`config.mk`:
```
export PLATFORM = sky130hd
export DESIGN_NAME = branch_ctrl
export DESIGN_NICKNAME = d
export VERILOG_FILES = /design/src/rtl/branch_ctrl.sv
export SDC_FILE = /design/constraint.sdc
export NUM_CORES = 1
export LEC_CHECK = 0
export CORE_ASPECT_RATIO = 0.9
export CORE_MARGIN = 2
export CORE_UTILIZATION = 40
export DETAILED_ROUTE_END_ITERATION = 6
export GPL_TIMING_DRIVEN = 1
export HOLD_SLACK_MARGIN = 0.15
export PLACE_DENSITY = 0.73
export SYNTH_ARGS = -nofsm -noshare
export SYNTH_HDL_FRONTEND = slang
export SYNTH_SLANG_ARGS = --single-unit
```
`constraint.sdc`:
```
create_clock -name clk -period 4.9 [get_ports clk]
set_input_delay 0.49 -clock clk [delete_from_list [all_inputs] [get_ports clk]]
set_output_delay 0.49 -clock clk [all_outputs]
set_load 0.01 [all_outputs]
```
`src/rtl/branch_ctrl.sv`:
```
// Branch sequencing controller: predicts decode branches from a table of
// 2-bit saturating counters, tracks one accepted branch into execute and
// issues redirect/flush when the resolved outcome disagrees with the guess.
//
// state | meaning
// IDLE  | no branch in execute
// PEND  | latched branch is in execute this cycle and resolves now
module branch_ctrl #(
    parameter int BHT_BITS = 3
) (
    input  logic        clk,
    input  logic        rst,
    input  logic        id_br_valid,
    input  logic        id_br_uncond,
    input  logic [15:0] id_pc,
    input  logic [15:0] id_target,
    input  logic        id_stall,
    input  logic        ex_brchCnd,
    output logic        pred_taken,
    output logic        pred_redirect,
    output logic        redirect,
    output logic [15:0] redirect_pc,
    output logic        flush,
    output logic [15:0] br_cnt,
    output logic [15:0] mispred_cnt
);

    localparam int BHT_SIZE = 1 << BHT_BITS;

    typedef enum logic {
        IDLE = 1'b0,
        PEND = 1'b1
    } state_t;

    state_t              state;
    state_t              nextState;
    logic [1:0]          bht [BHT_SIZE];
    logic [15:0]         pcPlus2Lat;
    logic [15:0]         targetLat;
    logic                predLat;
    logic                uncondLat;
    logic [BHT_BITS-1:0] idxLat;

    logic [BHT_BITS-1:0] idIdx;
    logic                bhtMsb;
    logic                actual;
    logic                mispred;
    logic                accept;

    assign idIdx  = id_pc[BHT_BITS:1];
    assign bhtMsb = bht[idIdx][1];

    // Prediction, resolution, and acceptance; reset suppresses an in-flight redirect.
    always_comb begin
        pred_taken    = id_br_valid & (id_br_uncond | bhtMsb);
        actual        = uncondLat | ex_brchCnd;
        mispred       = (state == PEND) & (actual != predLat) & ~rst;
        redirect      = mispred;
        flush         = mispred;
        redirect_pc   = 16'h0000;
        if (mispred) begin
            redirect_pc = actual ? targetLat : pcPlus2Lat;
        end
        accept        = id_br_valid & ~id_stall & ~flush;
        pred_redirect = pred_taken & ~id_stall & ~flush;
    end

    // Next-state: a correct resolution can hand PEND straight to a new branch.
    always_comb begin
        nextState = state;
        case (state)
            IDLE: nextState = accept ? PEND : IDLE;
            PEND: begin
                if (mispred) begin
                    nextState = IDLE;
                end else if (accept) begin
                    nextState = PEND;
                end else begin
                    nextState = IDLE;
                end
            end
            default: nextState = IDLE;
        endcase
    end

    // State, branch latch, predictor table and statistics counters.
    always_ff @(posedge clk) begin
        if (rst) begin
            state       <= IDLE;
            pcPlus2Lat  <= 16'h0000;
            targetLat   <= 16'h0000;
            predLat     <= 1'b0;
            uncondLat   <= 1'b0;
            idxLat      <= '0;
            br_cnt      <= 16'h0000;
            mispred_cnt <= 16'h0000;
            for (int i = 0; i < BHT_SIZE; i++) begin
                bht[i] <= 2'b01;
            end
        end else begin
            state <= nextState;
            if (accept) begin
                pcPlus2Lat <= id_pc + 16'd2;
                targetLat  <= id_target;
                predLat    <= pred_taken;
                uncondLat  <= id_br_uncond;
                idxLat     <= idIdx;
                if (br_cnt != 16'hFFFF) begin
                    br_cnt <= br_cnt + 16'd1;
                end
            end
            if (mispred && (mispred_cnt != 16'hFFFF)) begin
                mispred_cnt <= mispred_cnt + 16'd1;
            end
            if ((state == PEND) && !uncondLat) begin
                if (ex_brchCnd) begin
                    if (bht[idxLat] != 2'b11) begin
                        bht[idxLat] <= bht[idxLat] + 2'b01;
                    end
                end else begin
                    if (bht[idxLat] != 2'b00) begin
                        bht[idxLat] <= bht[idxLat] - 2'b01;
                    end
                end
            end
        end
    end

endmodule

```
==> impl_metrics.env <==
export IMPL_hold_violations=0
export IMPL_syn_area_um2=4437
export IMPL_path_buf_inv=2
export IMPL_h_tree_depth=3
export IMPL_globalRoute_totalOverflow=0
export IMPL_hpwl_um=7544
export IMPL_ir_drop_mv=0.2085
export IMPL_period_share=0.7242
export IMPL_final_layout_size_suffix_gt1_frac=0.08177
export IMPL_die_area_um2=11950
export IMPL_diodes=0
export IMPL_grt_pass1_vias=3781
export IMPL_worstPathCellList="clkdlybuf4s50_1 -> mux4_2 -> nor2b_1 -> a211oi_1 -> nor2_1 -> clkdlybuf4s50_1"
export IMPL_dr_total_vias=3862
export IMPL_r2r_end="bht[1][1]"
export IMPL_drc=0
export IMPL_cellLeakagePower_nw=1.883
export IMPL_die_x_um=115.0
export IMPL_post_cts_resized=0
export IMPL_cts_buffers=9
export IMPL_hold_start="targetLat[5]"
export IMPL_synth_fp_nets=546
export IMPL_initial_core_util=0.4104
export IMPL_maxCapViolCount=0
export IMPL_tightestPinTransition_ns=1.032
export IMPL_cpMaxStageDelayCell="clkdlybuf4s50_1"
export IMPL_grt_max_degree=83
export IMPL_cts_hold_buf=0
export IMPL_cpPeakStageDelay_ns=0.68
export IMPL_cts_root_buf="clkbuf_16"
export IMPL_synth_seq_cells=89
export IMPL_gr_usage_all_layers=0.1805
export IMPL_ant_nets=0
export IMPL_arrival_ns=3.06
export IMPL_fin_crit_ns=3.548
export IMPL_relSlewSlack=0.3092
export IMPL_drt_wirelength_per_cell_um=14.44
export IMPL_io_pins=90
export IMPL_whs_path_depth=2
export IMPL_yosysWarnings=0
export IMPL_rows=36
export IMPL_cts_sinks=89
export IMPL_crit_top_cell="clkdlybuf4s50_1"
export IMPL_final_cell_mix="nand2_1, clkdlybuf4s50_1, dfxtp_1, nor2_1, a21oi_1"
export IMPL_status="finished clean"
export IMPL_clock_latency_ns=0.34
export IMPL_rsz0062_at_grt="false"
export IMPL_post_cts_buffers=0
export IMPL_critPathTopFamily="buffers and inverters"
export IMPL_layout_commonest_cell="nand2_1"
export IMPL_first_pass_iters=4
export IMPL_clk_path_buf_depth=2
export IMPL_fin_hold_ws_ns=0.4596
export IMPL_final_core_util=0.5295
export IMPL_clk_pin_slew_ns=0.07
export IMPL_dpl_instance_area_um2=5380
export IMPL_hold_class="reg2reg"
export IMPL_r2r_setup_slack_ns=2.61
export IMPL_yosysUniqueCellTypes=61
export IMPL_area_delta_synth_final_pct=29.02
export IMPL_postSynthAreaPerCell_um2=8.786
export IMPL_antenna_found_initial=0
export IMPL_path_class="in2out"
export IMPL_setup_viol=0
export IMPL_cts_tree="built"
export IMPL_r2r_worst_path_cells=5
export IMPL_slew_viol_final=0
export IMPL_start_kind="input port"
export IMPL_drtIter0Drc=384
export IMPL_holdPathEnd="targetLat[5]"
export IMPL_synth_seq_area_share=0.4377
export IMPL_core_area_um2=10810
export IMPL_die_y_um=103.9
export IMPL_syn_inst=505
export IMPL_fin_setup_tns_ns=0
export IMPL_grt_first_pass_wirelength_um=17600
export IMPL_cellPowerDensity_nw_per_um2=298.4
export IMPL_required_ns=4.41
export IMPL_cp_end_kind="output pin"
export IMPL_drt_wl_total_um=10400
export IMPL_fin_nets=623
export IMPL_gp_congestion=0.8773
export IMPL_finalInstanceArea_um2=5724
export IMPL_clock_fmax_mhz=281.8
export IMPL_worst_path_max_fanout=7
export IMPL_via_per_inst=5.364
export IMPL_port_buffer_count=89
export IMPL_finClkSkew_ns=0.01316
stage by stage:
stage / worst slack (ns) / instances / power, mW
after floorplan: 2.760 / 505 / 0.8884
after global placement: 1.410 / 704 / 0.9480
after detailed placement: 1.378 / 704 / 0.9527
after CTS: 1.377 / 720 / 1.727
after global routing: 1.226 / 720 / 1.771
final: 1.352 / 720 / 1.708
sequential cells by signal, summed over array words and instances (netlist names), named ones only:
| name | cells |
|---|---|
| br_cnt | 16 |
| state | 1 |
| uncondLat | 1 |
| predLat | 1 |
| pcPlus2Lat | 16 |
| targetLat | 16 |
| idxLat | 3 |
| bht | 16 |
| mispred_cnt | 16 |
cell usage after synthesis, drive strengths merged:
library cell | instances | share of area
nand2 | 92 | 0.078
dfxtp | 73 | 0.33
nor2 | 60 | 0.051
a21oi | 45 | 0.052
nand3 | 30 | 0.038
xor2 | 20 | 0.039
clkbuf | 17 | 0.014
edfxtp | 16 | 0.11
a211oi | 15 | 0.025
nand4 | 15 | 0.023
xnor2 | 14 | 0.028
buf | 8 | 0.014
nor3 | 8 | 0.010
o21bai | 8 | 0.014
and3 | 7 | 0.0099
inv | 7 | 0.0059
mux4 | 6 | 0.030
mux2i | 5 | 0.013
nor2b | 5 | 0.0071
nor4 | 5 | 0.014
or3 | 5 | 0.0071
and2 | 4 | 0.0059
and4 | 4 | 0.0082
o21ai | 4 | 0.0054
a311oi | 3 | 0.0099
ha | 3 | 0.0085
nand2b | 3 | 0.0042
o211ai | 3 | 0.0051
a21o | 2 | 0.0034
a31o | 2 | 0.0039
a31oi | 2 | 0.0062
and2b | 2 | 0.0042
mux2 | 2 | 0.0059
nor3b | 2 | 0.0034
a41oi | 1 | 0.0020
nand3b | 1 | 0.0017
nand4b | 1 | 0.0020
nor4b | 1 | 0.0020
o2111ai | 1 | 0.0020
o21a | 1 | 0.0034
or2 | 1 | 0.0014
or2b | 1 | 0.0020
report_power, final:
group | switching (mW) | total [mW] | leakage, nW | internal [mW]
Clock | 0.289 | 0.772 | 0.165 | 0.483
Sequential | 0.0158 | 0.782 | 0.732 | 0.766
Combinational | 0.0859 | 0.154 | 0.985 | 0.0683
Total | 0.390 | 1.71 | 1.88 | 1.32
layer usage:
layer / vias up / GRT usage / part of all wire
met2: 108 / 0.3017 / 0.48
met4: 0 / 0.04045 / 0.0057
met1: 1819 / 0.2373 / 0.46
li1: 1929 / - / -
met3: 6 / 0.04138 / 0.052
met5: - / 0 / 0
kinds of logic (layout without fill, tap and decap cells):
group	Yosys count	after routing	share of synthesized area
and+or+nand+nor	247	247	0.2719
DFF	89	89	0.4377
adders and majority gates	3	3	0.008461
muxes	13	13	0.04935
xor gates and xnor gates	34	34	0.06712
buffers and inverters	32	114	0.03384
AOI/OAI and AO/OA	87	87	0.1317
tightest hold or removal path, cell delays in order (launching register included):
cell     delay (ns)
dfxtp_1        0.31
nand2_1        0.05
a21oi_1        0.05
worst max-delay path by stage:
stage,from,endpoint,slack [ns],cells after the start
floorplan,ex_brchCnd,pred_redirect,2.76,6
global placement,ex_brchCnd,pred_redirect,1.41,5
detailed placement,ex_brchCnd,pred_redirect,1.38,5
CTS,ex_brchCnd,pred_redirect,1.38,5
global route,ex_brchCnd,pred_redirect,1.23,5
finish,id_pc[1],pred_redirect,1.35,6
layout make-up:
cell class	count	area (µm²)
Clock buffer	10	250.2
Inverter	7	26.28
Clock inverter	6	93.84
Timing Repair Buffer	91	900.9
Tap cell	133	166.4
Multi-Input combinational cell	384	2345
Sequential cell	89	1942
Fill cell	998	5086
Power figures use the tool's default switching activity.
